<file path="src/rtl/mc_ctrl.sv">
// mc_ctrl: multi-cycle MIPS control unit.
// Sequences the shared datapath through FETCH/DECODE/EXEC/MEM/WB and drives
// the control bundle back to it.
//   clk, reset           : clock, synchronous active-high reset
//   opcode, func, zero   : IR fields and ALU equal flag from the datapath
//   mem_ready            : memory access completes this cycle
//   PCWR, IRWR, RFWR     : PC / IR / register-file write enables
//   DMWR, mem_req        : data-memory write enable, memory request
//   ALUOP, NPCOP, EXTOP  : ALU op, next-PC source, immediate extension
//   WRSEL, WDSEL, BSEL   : RF write address / data source, ALU B source
//   state                : current FSM state (debug)
//   retire, instr_cnt    : final-cycle pulse and retired-instruction count
module mc_ctrl #(
    parameter int unsigned CNT_W = 32
) (
    input  logic             clk,
    input  logic             reset,
    input  logic [5:0]       opcode,
    input  logic [5:0]       func,
    input  logic             zero,
    input  logic             mem_ready,
    output logic             PCWR,
    output logic             IRWR,
    output logic             RFWR,
    output logic             DMWR,
    output logic             mem_req,
    output logic [2:0]       ALUOP,
    output logic [2:0]       NPCOP,
    output logic [1:0]       EXTOP,
    output logic [1:0]       WRSEL,
    output logic [1:0]       WDSEL,
    output logic             BSEL,
    output logic [2:0]       state,
    output logic             retire,
    output logic [CNT_W-1:0] instr_cnt
);

    typedef enum logic [2:0] {
        FETCH  = 3'd0,
        DECODE = 3'd1,
        EXEC   = 3'd2,
        MEM    = 3'd3,
        WB     = 3'd4
    } state_t;

    localparam logic [5:0] OP_RTYPE = 6'b000000;
    localparam logic [5:0] OP_J     = 6'b000010;
    localparam logic [5:0] OP_JAL   = 6'b000011;
    localparam logic [5:0] OP_BEQ   = 6'b000100;
    localparam logic [5:0] OP_ORI   = 6'b001101;
    localparam logic [5:0] OP_LUI   = 6'b001111;
    localparam logic [5:0] OP_LW    = 6'b100011;
    localparam logic [5:0] OP_SW    = 6'b101011;
    localparam logic [5:0] FN_ADDU  = 6'b100001;
    localparam logic [5:0] FN_SUBU  = 6'b100011;
    localparam logic [5:0] FN_JR    = 6'b001000;

    localparam logic [2:0] ALU_ADD  = 3'd0;
    localparam logic [2:0] ALU_SUB  = 3'd1;
    localparam logic [2:0] ALU_OR   = 3'd2;

    state_t           state_q, state_d;
    logic [CNT_W-1:0] instr_cnt_q, instr_cnt_d;

    logic is_rtype, is_addu, is_subu, is_jr, is_j, is_jal, is_beq;
    logic is_ori, is_lui, is_lw, is_sw, needs_exec;
    logic [2:0] x_aluop;
    logic [1:0] x_extop;
    logic       x_bsel;

    assign is_rtype   = (opcode == OP_RTYPE);
    assign is_addu    = is_rtype && (func == FN_ADDU);
    assign is_subu    = is_rtype && (func == FN_SUBU);
    assign is_jr      = is_rtype && (func == FN_JR);
    assign is_j       = (opcode == OP_J);
    assign is_jal     = (opcode == OP_JAL);
    assign is_beq     = (opcode == OP_BEQ);
    assign is_ori     = (opcode == OP_ORI);
    assign is_lui     = (opcode == OP_LUI);
    assign is_lw      = (opcode == OP_LW);
    assign is_sw      = (opcode == OP_SW);
    assign needs_exec = is_addu || is_subu || is_beq || is_ori || is_lui || is_lw || is_sw;

    // EXEC-phase datapath selects; reused unchanged in MEM and WB so the
    // ALU result and extended immediate stay stable across those states.
    always_comb begin
        x_aluop = ALU_ADD;
        x_extop = 2'd0;
        x_bsel  = 1'b0;
        if (is_subu || is_beq) begin
            x_aluop = ALU_SUB;
        end else if (is_ori || is_lui) begin
            x_aluop = ALU_OR;
        end
        if (is_ori || is_lui || is_lw || is_sw) begin
            x_bsel = 1'b1;
        end
        if (is_lui) begin
            x_extop = 2'd2;
        end else if (is_lw || is_sw) begin
            x_extop = 2'd1;
        end
    end

    always_comb begin
        state_d = state_q;
        PCWR    = 1'b0;
        IRWR    = 1'b0;
        RFWR    = 1'b0;
        DMWR    = 1'b0;
        mem_req = 1'b0;
        retire  = 1'b0;
        ALUOP   = ALU_ADD;
        NPCOP   = 3'd0;
        EXTOP   = 2'd0;
        WRSEL   = 2'd0;
        WDSEL   = 2'd0;
        BSEL    = 1'b0;

        unique case (state_q)
            FETCH: begin
                mem_req = 1'b1;
                if (mem_ready) begin
                    IRWR    = 1'b1;
                    PCWR    = 1'b1;
                    state_d = DECODE;
                end
            end
            DECODE: begin
                if (is_j || is_jal) begin
                    PCWR    = 1'b1;
                    NPCOP   = 3'd2;
                    retire  = 1'b1;
                    state_d = FETCH;
                    if (is_jal) begin
                        RFWR  = 1'b1;
                        WRSEL = 2'd2;
                        WDSEL = 2'd2;
                    end
                end else if (is_jr) begin
                    PCWR    = 1'b1;
                    NPCOP   = 3'd3;
                    retire  = 1'b1;
                    state_d = FETCH;
                end else if (needs_exec) begin
                    state_d = EXEC;
                end else begin
                    // Unrecognised encodings retire as a nop.
                    retire  = 1'b1;
                    state_d = FETCH;
                end
            end
            EXEC: begin
                ALUOP = x_aluop;
                EXTOP = x_extop;
                BSEL  = x_bsel;
                if (is_beq) begin
                    PCWR    = zero;
                    NPCOP   = 3'd1;
                    retire  = 1'b1;
                    state_d = FETCH;
                end else if (is_lw || is_sw) begin
                    state_d = MEM;
                end else if (needs_exec) begin
                    state_d = WB;
                end else begin
                    state_d = FETCH;
                end
            end
            MEM: begin
                mem_req = 1'b1;
                ALUOP   = x_aluop;
                EXTOP   = x_extop;
                BSEL    = x_bsel;
                if (mem_ready) begin
                    if (is_sw) begin
                        DMWR    = 1'b1;
                        retire  = 1'b1;
                        state_d = FETCH;
                    end else begin
                        state_d = WB;
                    end
                end
            end
            WB: begin
                ALUOP   = x_aluop;
                EXTOP   = x_extop;
                BSEL    = x_bsel;
                RFWR    = 1'b1;
                WRSEL   = is_rtype ? 2'd1 : 2'd0;
                WDSEL   = is_lw ? 2'd1 : 2'd0;
                retire  = 1'b1;
                state_d = FETCH;
            end
            default: begin
                state_d = FETCH;
            end
        endcase

        // Reset masks every enable and select so an aborted instruction
        // cannot write anything in the reset cycle.
        if (reset) begin
            state_d = FETCH;
            PCWR    = 1'b0;
            IRWR    = 1'b0;
            RFWR    = 1'b0;
            DMWR    = 1'b0;
            mem_req = 1'b0;
            retire  = 1'b0;
            ALUOP   = ALU_ADD;
            NPCOP   = 3'd0;
            EXTOP   = 2'd0;
            WRSEL   = 2'd0;
            WDSEL   = 2'd0;
            BSEL    = 1'b0;
        end
    end

    always_comb begin
        instr_cnt_d = instr_cnt_q + CNT_W'(retire);
    end

    always_ff @(posedge clk) begin
        if (reset) begin
            state_q     <= FETCH;
            instr_cnt_q <= '0;
        end else begin
            state_q     <= state_d;
            instr_cnt_q <= instr_cnt_d;
        end
    end

    assign state     = state_q;
    assign instr_cnt = instr_cnt_q;

endmodule

</file>
<file path="config.mk">
export PLATFORM = sky130hd
export DESIGN_NAME = mc_ctrl
export DESIGN_NICKNAME = d
export VERILOG_FILES = /design/src/rtl/mc_ctrl.sv
export SDC_FILE = /design/constraint.sdc
export NUM_CORES = 1
export LEC_CHECK = 0
export CORE_ASPECT_RATIO = 0.5
export CORE_MARGIN = 5
export CORE_UTILIZATION = 30
export DETAILED_ROUTE_END_ITERATION = 10
export GPL_TIMING_DRIVEN = 0
export PLACE_DENSITY_LB_ADDON = 0.15
export SLEW_MARGIN = 20
export SYNTH_ARGS = -nofsm -noshare
export SYNTH_HDL_FRONTEND = slang
export SYNTH_SLANG_ARGS = --single-unit
</file>
<file path="constraint.sdc">
create_clock -name clk -period 9.05 [get_ports clk]
set_input_delay 1.3575 -clock clk [delete_from_list [all_inputs] [get_ports clk]]
set_output_delay 1.3575 -clock clk [all_outputs]
set_load 0.005 [all_outputs]
</file>
After elaboration in Yosys (flattened, before gate mapping):

Cells that the tools add are included.

* $add $sub $neg: 1
* reduce and logical (&&, ||, !) cells: 20
* mux-type cells: 58
* eq/ne operators: 16

Operator list (count)
* 32-bit by 1-bit adder with 32-bit output: 1
* 1-bit 2-to-1 mux: 28
* 2-bit 2-to-1 mux: 14
* 3-bit 2-to-1 mux: 9
* 6-bit == test, second input constant: 4
* 6-bit by 4-bit == test with 1-bit output, second input constant: 3
* 6-bit by 2-bit == test with 1-bit output, second input constant: 2
* 1-bit logical OR: 12
* 2-bit case mux with 2 select lines: 3
* 3-bit case mux with 4 select lines: 1
* 3-bit by 2-bit == test with 1-bit output, second input constant: 2
* 6-bit by 3-bit == test with 1-bit output, second input constant: 1
* 6-bit logical NOT: 1
* 2-bit != test, second input constant: 2
* 1-bit case mux with 4 select lines: 1
* 3-bit by 1-bit == test with 1-bit output, second input constant: 1
* 3-bit == test, second input constant: 1
* 1-bit logical AND: 3
* 3-bit logical NOT: 1
* 1-bit case mux with 3 select lines: 1
* 3-bit OR reduction: 1
* 1-bit case mux with 2 select lines: 1
* 2-bit AND reduction: 1
* 2-bit OR reduction: 1

* flip-flop bits (word level): 35
* output and inout port bits: 54
* input port bits: 16
* logic and storage cells: 97

Longest topological paths before layout:

Gate-level depths: netlist of run 1.

* depth in word-level cells: 14
* depth in mapped cells: 11
* gate-level depth less buffers: 9

Worst setup path before layout of run 1:

Ideal clock, no wire load.

* path type: input port to flip-flop
* start point: input opcode[3]
* end point: register instr_cnt_q[29] (netlist: instr_cnt[29])
* stages on the path: 11
* arrival: 3831 ps
* setup time: 121 ps
* setup slack: 5099 ps
* required time: 8929 ps
* path buffers: 2
* cells stage by stage: buf_6 > nor3_1 > nand2_1 > o311a_1 > a211oi_1 > ha_1 > and2_1 > clkbuf_1 > nand4_1 > nor4b_1 > mux2_2

* cells in the longest elaborated chain, start to end: 14
* elaborated cells between the ends (all ways): 27
* those cells by class: add/sub (1); eq/ne (7); mux (8); reduce/logical (11)

Ends and longest elaborated chain
* start: declaration: line 18 `input logic [5:0] opcode,`
* 6-bit logical NOT: line 71 `assign is_rtype = (opcode == OP_RTYPE);`
* 1-bit logical AND, on equally long branches: line 72, 73
* 1-bit logical OR (6 in series): line 82 `assign needs_exec = is_addu || is_subu || is_beq || is_ori || is_lui || is_lw || is_sw;`
* 1-bit 2-to-1 mux: line 145 `end else if (needs_exec) begin`
* 1-bit 2-to-1 mux: line 140 `end else if (is_jr) begin`
* 1-bit 2-to-1 mux: line 130 `if (is_j || is_jal) begin`
* 1-bit case mux with 4 select lines (*): line 120 `unique case (state_q)`
* 1-bit 2-to-1 mux (*): line 202 `if (reset) begin`
* via retire: line 34 `output logic retire,`
* 32-bit by 1-bit adder with 32-bit output (*): line 220 `instr_cnt_d = instr_cnt_q + CNT_W'(retire);`
* end signal: assignment: line 229 `instr_cnt_q <= instr_cnt_d;`
* end: declaration: line 63 `logic [CNT_W-1:0] instr_cnt_q, instr_cnt_d;`

Mark *: on every way through the listed nets, which the timed path passes. The rest lies on a longest branch.
A chain may end at the register's enable or synchronous reset.

Worst setup path in the final report of run 1:

* start point: input opcode[2]
* end point: output retire

* cells in the longest elaborated chain, start to end: 13
* elaborated cells between the ends (all ways): 26
* those cells by class: eq/ne (7); mux (8); reduce/logical (11)

Ends and longest elaborated chain (line)
* 6-bit logical NOT: 71
* 1-bit logical AND, on equally long branches: 72, 73
* 1-bit logical OR (6 in series): 82
* 1-bit 2-to-1 mux: 145
* 1-bit 2-to-1 mux: 140
* 1-bit 2-to-1 mux: 130
* 1-bit case mux with 4 select lines (*): 120
* 1-bit 2-to-1 mux (*): 202
* end: declaration: 34

Mark *: on every way between the ends. The rest lies on a longest branch, timed or not.

==> out/results.ini, run 1 <==
[finish]
drive_gt1_share_pct=11.80
final_net_count=356
diodes=0
fill_cells=686
syn2layout_area_growth_pct=44.30
final_area_um2=3105

[sta]
final-setup-viol-count=0
tightest_slew_ns=0.5503
min_period_ns=5.112
fin_ws_ns=3.938
hold_viol=0
setup_tns_ns=0
clock_skew_ns=0.006881
slew_headroom_pct=63.32
whs_ns=0.5053
maxSlewViolCount=0
rsz0062_at_grt=false
fmax_mhz=195.6
period_share_pct=56.49

[hold_path]
min-delay-path-class=register to register
holdPathStages=2
holdPathEnd=instr_cnt[17]$_SDFF_PP0_
hp-start=instr_cnt[17]$_SDFF_PP0_

[die]
core_area_um2=6832
start_util_pct=31.50
num_rows=21
die_w_um=129.8
die_y_um=69.89
io-pin-count=70
fp.dieArea_um2=9070

[placement]
numPortBuffers=66
placed_area_um2=2932
preCtsSetupSlack_ns=3.929
hpwl_mm=4.694
routabilityCongestion=0.7858

[yosys]
yosys_warnings=0
synth-edff-count=0
syn_inst=264
ys_async_sr_fraction_pct=0
ys_ff_latch=35
netlist.area_leader.share_pct=32.56
yosysTopAreaCell=dfxtp_1
synth.most_common_cell=dfxtp_1
synth_ff_type=dfxtp_1
synth_cell_types=52
synth_area_um2=2152
synth.area.top_cells=dfxtp_1 (33%), nor2_1 (5.8%), mux2_2 (5.8%)
synth-seq-area-share_pct=32.56
synth_commonest_cells=dfxtp_1 (35), nor2_1 (33), nor2b_1 (16)
avgSynthCellArea_um2=8.152

[drt]
vias=2195
viasPerCell=5.093
ant_nets=0
routed_wl_mm=6.188
route.detailed.drc=0
drt_first_iter_violations=92
wl_per_cell_um=14.36
drtPass1Iterations=4

[cts]
cts_setup_buffers=0
cts_root_buf=clkbuf_16
postCtsHoldBufs=0
insertion_delay_ns=0.28
cts_sinks=35
clk_pin_slew_ns=0.05
numCtsBuffers=5
h-tree-depth=2
cts_resized=0
clock_path_buffers=2
cts_tree=done

[global_routing]
gr-total-overflow=0
grt_max_degree=12
grt_pass1_wl_mm=10.34
track_usage_pct=13.82
antenna_found_initial=0
grt_pass1_vias=2079

[pwr]
power_density_nw_per_um2=123.8
power.switching_uw=78.63
p_int_uw=305.7
swShare_pct=20.46
leakagePower_uw=0.001061
ir_drop_mv=0.05846
clkPwrFrac_pct=52.0
seq_power_share_pct=40.3
p_comb_share_pct=7.7

[setup_path]
regToRegEndpoint=instr_cnt[31]$_SDFF_PP0_
r2r_start=state[0]$_SDFFE_PP0P_
cp.required_ns=7.69
cp-start-kind=primary input
crit_fanout=6
setup.worst_path.end_class=primary output
r2r_slack_ns=5.67
crit_arrival_ns=3.75
path_class=primary input to primary output
rr_worst_depth=11

[run]
cap_violations=0

[status]
status=completed

==> stage by stage <==
step / util, % / total power, µW / instances
after global routing: 45.46 / 400.4 / 431
after global placement: 42.91 / 187.4 / 423
after floorplan: - / 171.7 / 265
final: 45.46 / 384.3 / 431
after detailed placement: 42.91 / 187.9 / 423
after CTS: 45.46 / 387.4 / 431
==> worst max-delay path, cell delays in order <==
cell and delay [ns]:
clkdlybuf4s50_1 0.62, nor3b_2 0.38, nand2_1 0.19, o311a_1 0.32, a211oi_1 0.31, clkdlybuf4s50_1 0.57
==> power by group through the flow <==
stage	clock [µW]	sequential [µW]	combinational, µW
6_report	200	155	29.5
5_1_grt	213	155	32.7
4_1_cts	203	155	29.6
3_5_place_dp	0	158	29.4
3_3_place_gp	0	158	29.0
2_1_floorplan	0	158	13.3
==> layout by cell type, fill, tap and decap left out, types with 2 or more instances in the layout <==
cell and n:
a21oi_1 10, and2_1 8, and3_1 5, and4_1 4, buf_2 2, buf_4 4
buf_6 2, clkbuf_1 9, clkbuf_16 5, clkdlybuf4s50_1 66, conb_1 2, dfxtp_1 35
ha_1 2, inv_1 8, mux2_2 11, nand2_1 14, nand2_2 2, nand3_1 12
nand3b_1 2, nand4_1 12, nor2_1 33, nor2b_1 16, nor3_1 3, nor4_1 10
nor4b_1 3, o21ai_0 8, o31ai_1 5, or2_2 2, or3_1 3, or4_1 5
xnor2_1 2, xor2_1 9
==> worst max-delay path by stage <==
stage | startpoint | endpoint | slack, ns | cells after the start
final | opcode[2] | retire | 3.94 | 6
after global routing | opcode[2] | retire | 3.78 | 6
after CTS | opcode[2] | retire | 3.93 | 6
after detailed placement | opcode[2] | retire | 3.93 | 6
after global placement | opcode[2] | retire | 3.99 | 6
after floorplan | opcode[3] | instr_cnt[29]$_SDFF_PP0_ | 5.10 | 11
==> routing by layer <==
layer  wire length, µm  share of wire, %  up-vias  global-route usage, %
met5                 0                 0        -                      0
met2              2672                43       73                  21.62
li1                  -                 -     1093                      -
met3               472               7.6        6                  3.808
met1              2999                48     1023                  18.82
met4                43              0.69        0                  3.341
==> cell type report <==
class / instances / area [µm²] / area share (%)
plain buffers: 18 / 101.3 / 3.263
clock buffers: 6 / 138.9 / 4.472
clock inverters: 2 / 35.03 / 1.128
inverters: 8 / 30.03 / 0.9670
multi-input cells: 204 / 1324 / 42.63
flip-flops and latches: 35 / 700.7 / 22.56
well taps: 92 / 115.1 / 3.707
repair buffers: 66 / 660.6 / 21.27
==> logic make-up (layout without fill, tap and decap cells) <==
logic type | Yosys count | after routing | synth area share, %
compound gates | 33 | 33 | 10.18
simple gates | 144 | 144 | 39.13
xor+xnor | 11 | 11 | 4.477
mux | 12 | 12 | 6.221
buf+inv | 26 | 100 | 6.104
flops | 35 | 35 | 32.56
other cells | 1 | 2 | 0.1743
fa+ha+maj | 2 | 2 | 1.163
==> flip-flops by register name, indices dropped and copies added, names as in the netlist <==
name       count
instr_cnt     32
state          3
No activity file was read; power rests on OpenSTA's default activity.
==> run 2: changes to the inputs <==
==> constraint.sdc (replaced) <==
create_clock -name clk -period 4.7 [get_ports clk]
set_input_delay 0.705 -clock clk [delete_from_list [all_inputs] [get_ports clk]]
set_output_delay 0.705 -clock clk [all_outputs]
set_load 0.005 [all_outputs]
==> results of run 2 <==
Same layout as run 1 (identical final DEF). Status: completed.
Among the figures that moved: setup slack after placement 3.929 ns -> 0.2783 ns; setup slack after layout 3.938 ns -> 0.5295 ns; end point of the critical path retire -> instr_cnt[31]$_SDFF_PP0_; register-to-register setup slack 5.67 ns -> 1.32 ns; total power 384.3 µW -> 740.1 µW; worst IR drop on VDD 0.05846 mV -> 0.1126 mV
==> run 3: changes to the inputs <==
==> constraint.sdc (replaced) <==
create_clock -name clk -period 4 [get_ports clk]
set_input_delay 0.6 -clock clk [delete_from_list [all_inputs] [get_ports clk]]
set_output_delay 0.6 -clock clk [all_outputs]
set_load 0.005 [all_outputs]
==> out/results.ini, run 3 (synthesis results as in run 1) <==
[sta]
fmax_mhz=260.5
min_period_ns=3.838
clock_skew_ns=0.006714
slew_headroom_pct=63.36
fin_ws_ns=0.1616
period_share_pct=95.96
maxSlewViolCount=0
final-setup-viol-count=0
tightest_slew_ns=0.5496
hold_viol=0

[drt]
drt_first_iter_violations=97
top_layer=met4
route.detailed.drc=0
wl_met1_mm=3.051
ant_nets=0
dr_wl_met3_um=414
wl_per_cell_um=14.40
routed_wl_mm=6.193
vias=2192
wl_met2_mm=2.684
drtPass1Iterations=4
viasPerCell=5.098

[global_routing]
grt_max_degree=12
gr-total-overflow=0
grt_pass1_vias=2075
grt_pass1_wl_mm=10.34
track_usage_pct=13.80
antenna_found_initial=0

[cts]
clock_path_buffers=2
insertion_delay_ns=0.28
postCtsHoldBufs=0
cts_tree=done
numCtsBuffers=5
clk_pin_slew_ns=0.05
cts_sinks=35
h-tree-depth=2
cts_root_buf=clkbuf_16

[finish]
final_cell_mix=clkdlybuf4s50_1 (66), dfxtp_1 (35), nor2_1 (33), nor2b_1 (16), nand2_1 (14)
layout_commonest_cell=clkdlybuf4s50_1
final_util_pct=45.59
drive_gt1_share_pct=12.43
largest_reg_flops=32
final_net_count=355
diodes=0
syn2layout_area_growth_pct=44.71

[setup_path]
path_class=primary input to register
cp-start-kind=primary input
crit_fanout=7
cp.required_ns=4.16
setup.worst_path.end_class=register
r2r_slack_ns=0.79
regToRegEndpoint=instr_cnt[31]$_SDFF_PP0_
rr_worst_depth=11
crit_arrival_ns=4.00
r2r_start=state[0]$_SDFFE_PP0P_

[die]
die_w_um=129.8
start_util_pct=31.50
num_rows=21
core_area_um2=6832
die_y_um=69.89
fp.dieArea_um2=9070
io-pin-count=70

[placement]
routabilityCongestion=0.7858
hpwl_mm=4.694
numPortBuffers=66
preCtsSetupSlack_ns=-0.3167

[hold_path]
holdPathEnd=instr_cnt[17]$_SDFF_PP0_
min-delay-path-class=register to register
holdPathStages=2
hp-start=instr_cnt[17]$_SDFF_PP0_

[pwr]
ir_drop_mv=0.1312
power_uw=869.9
power_density_nw_per_um2=279.3
leakagePower_uw=0.001063

[status]
status=completed

[run]
cap_violations=0

run 3: worst max-delay path by stage:
stage	from	depth (start not counted)	end
finish	opcode[2]	11	instr_cnt[31]$_SDFF_PP0_
global route	opcode[2]	11	instr_cnt[29]$_SDFF_PP0_
CTS	opcode[2]	11	instr_cnt[22]$_SDFF_PP0_
detailed placement	opcode[2]	11	instr_cnt[31]$_SDFF_PP0_
global placement	opcode[2]	11	instr_cnt[31]$_SDFF_PP0_
floorplan	opcode[3]	11	instr_cnt[29]$_SDFF_PP0_
run 3: cell type report:
cell class,count,area (µm²)
fillers,686,3717
multi-input cells,204,1333
flip-flops and latches,35,700.7
repair buffers,67,668.1
clock buffers,6,138.9
well taps,92,115.1
plain buffers,16,93.84
clock inverters,2,35.03
inverters,8,30.03
run 3: layer usage:
metal	GRT usage, %	up-vias
met5	0	-
li1	-	1090
met4	3.341	0
met1	18.82	1026
met2	21.62	70
met3	3.732	6
run 3: power by group:
part	internal, µW	switching, µW	total [µW]
registers	350	0.758	351
logic	32.5	35.2	67.7
clock network	310	142	451
run 3: what timing repair did:
item,4_1_cts,5_1_grt
resized for setup,1,1
setup endpoints to repair,2,9
buffers inserted,0,1
hold endpoints to repair,0,0
pin swaps,0,1
run 3: per-stage QoR:
step                hold WS (ns)  cells  area [µm²]   TNS, ns
floorplan                 0.4765    265        2156         0
global placement          0.4858    423        2932    -1.802
detailed placement        0.4996    423        2932    -3.030
CTS                       0.5087    430        3108         0
global route              0.5336    430        3114  -0.03025
finish                    0.5053    430        3114         0
run 3: critical path: stages:
cell and delay (ns):
clkdlybuf4s50_1 0.63, nor3b_4 0.33, nand2_1 0.18, o311a_1 0.32, a211oi_1 0.31, ha_1 0.27, and2_1 0.34, nand4_1 0.14
buf_4 0.18, nor4_1 0.31, mux2_2 0.37
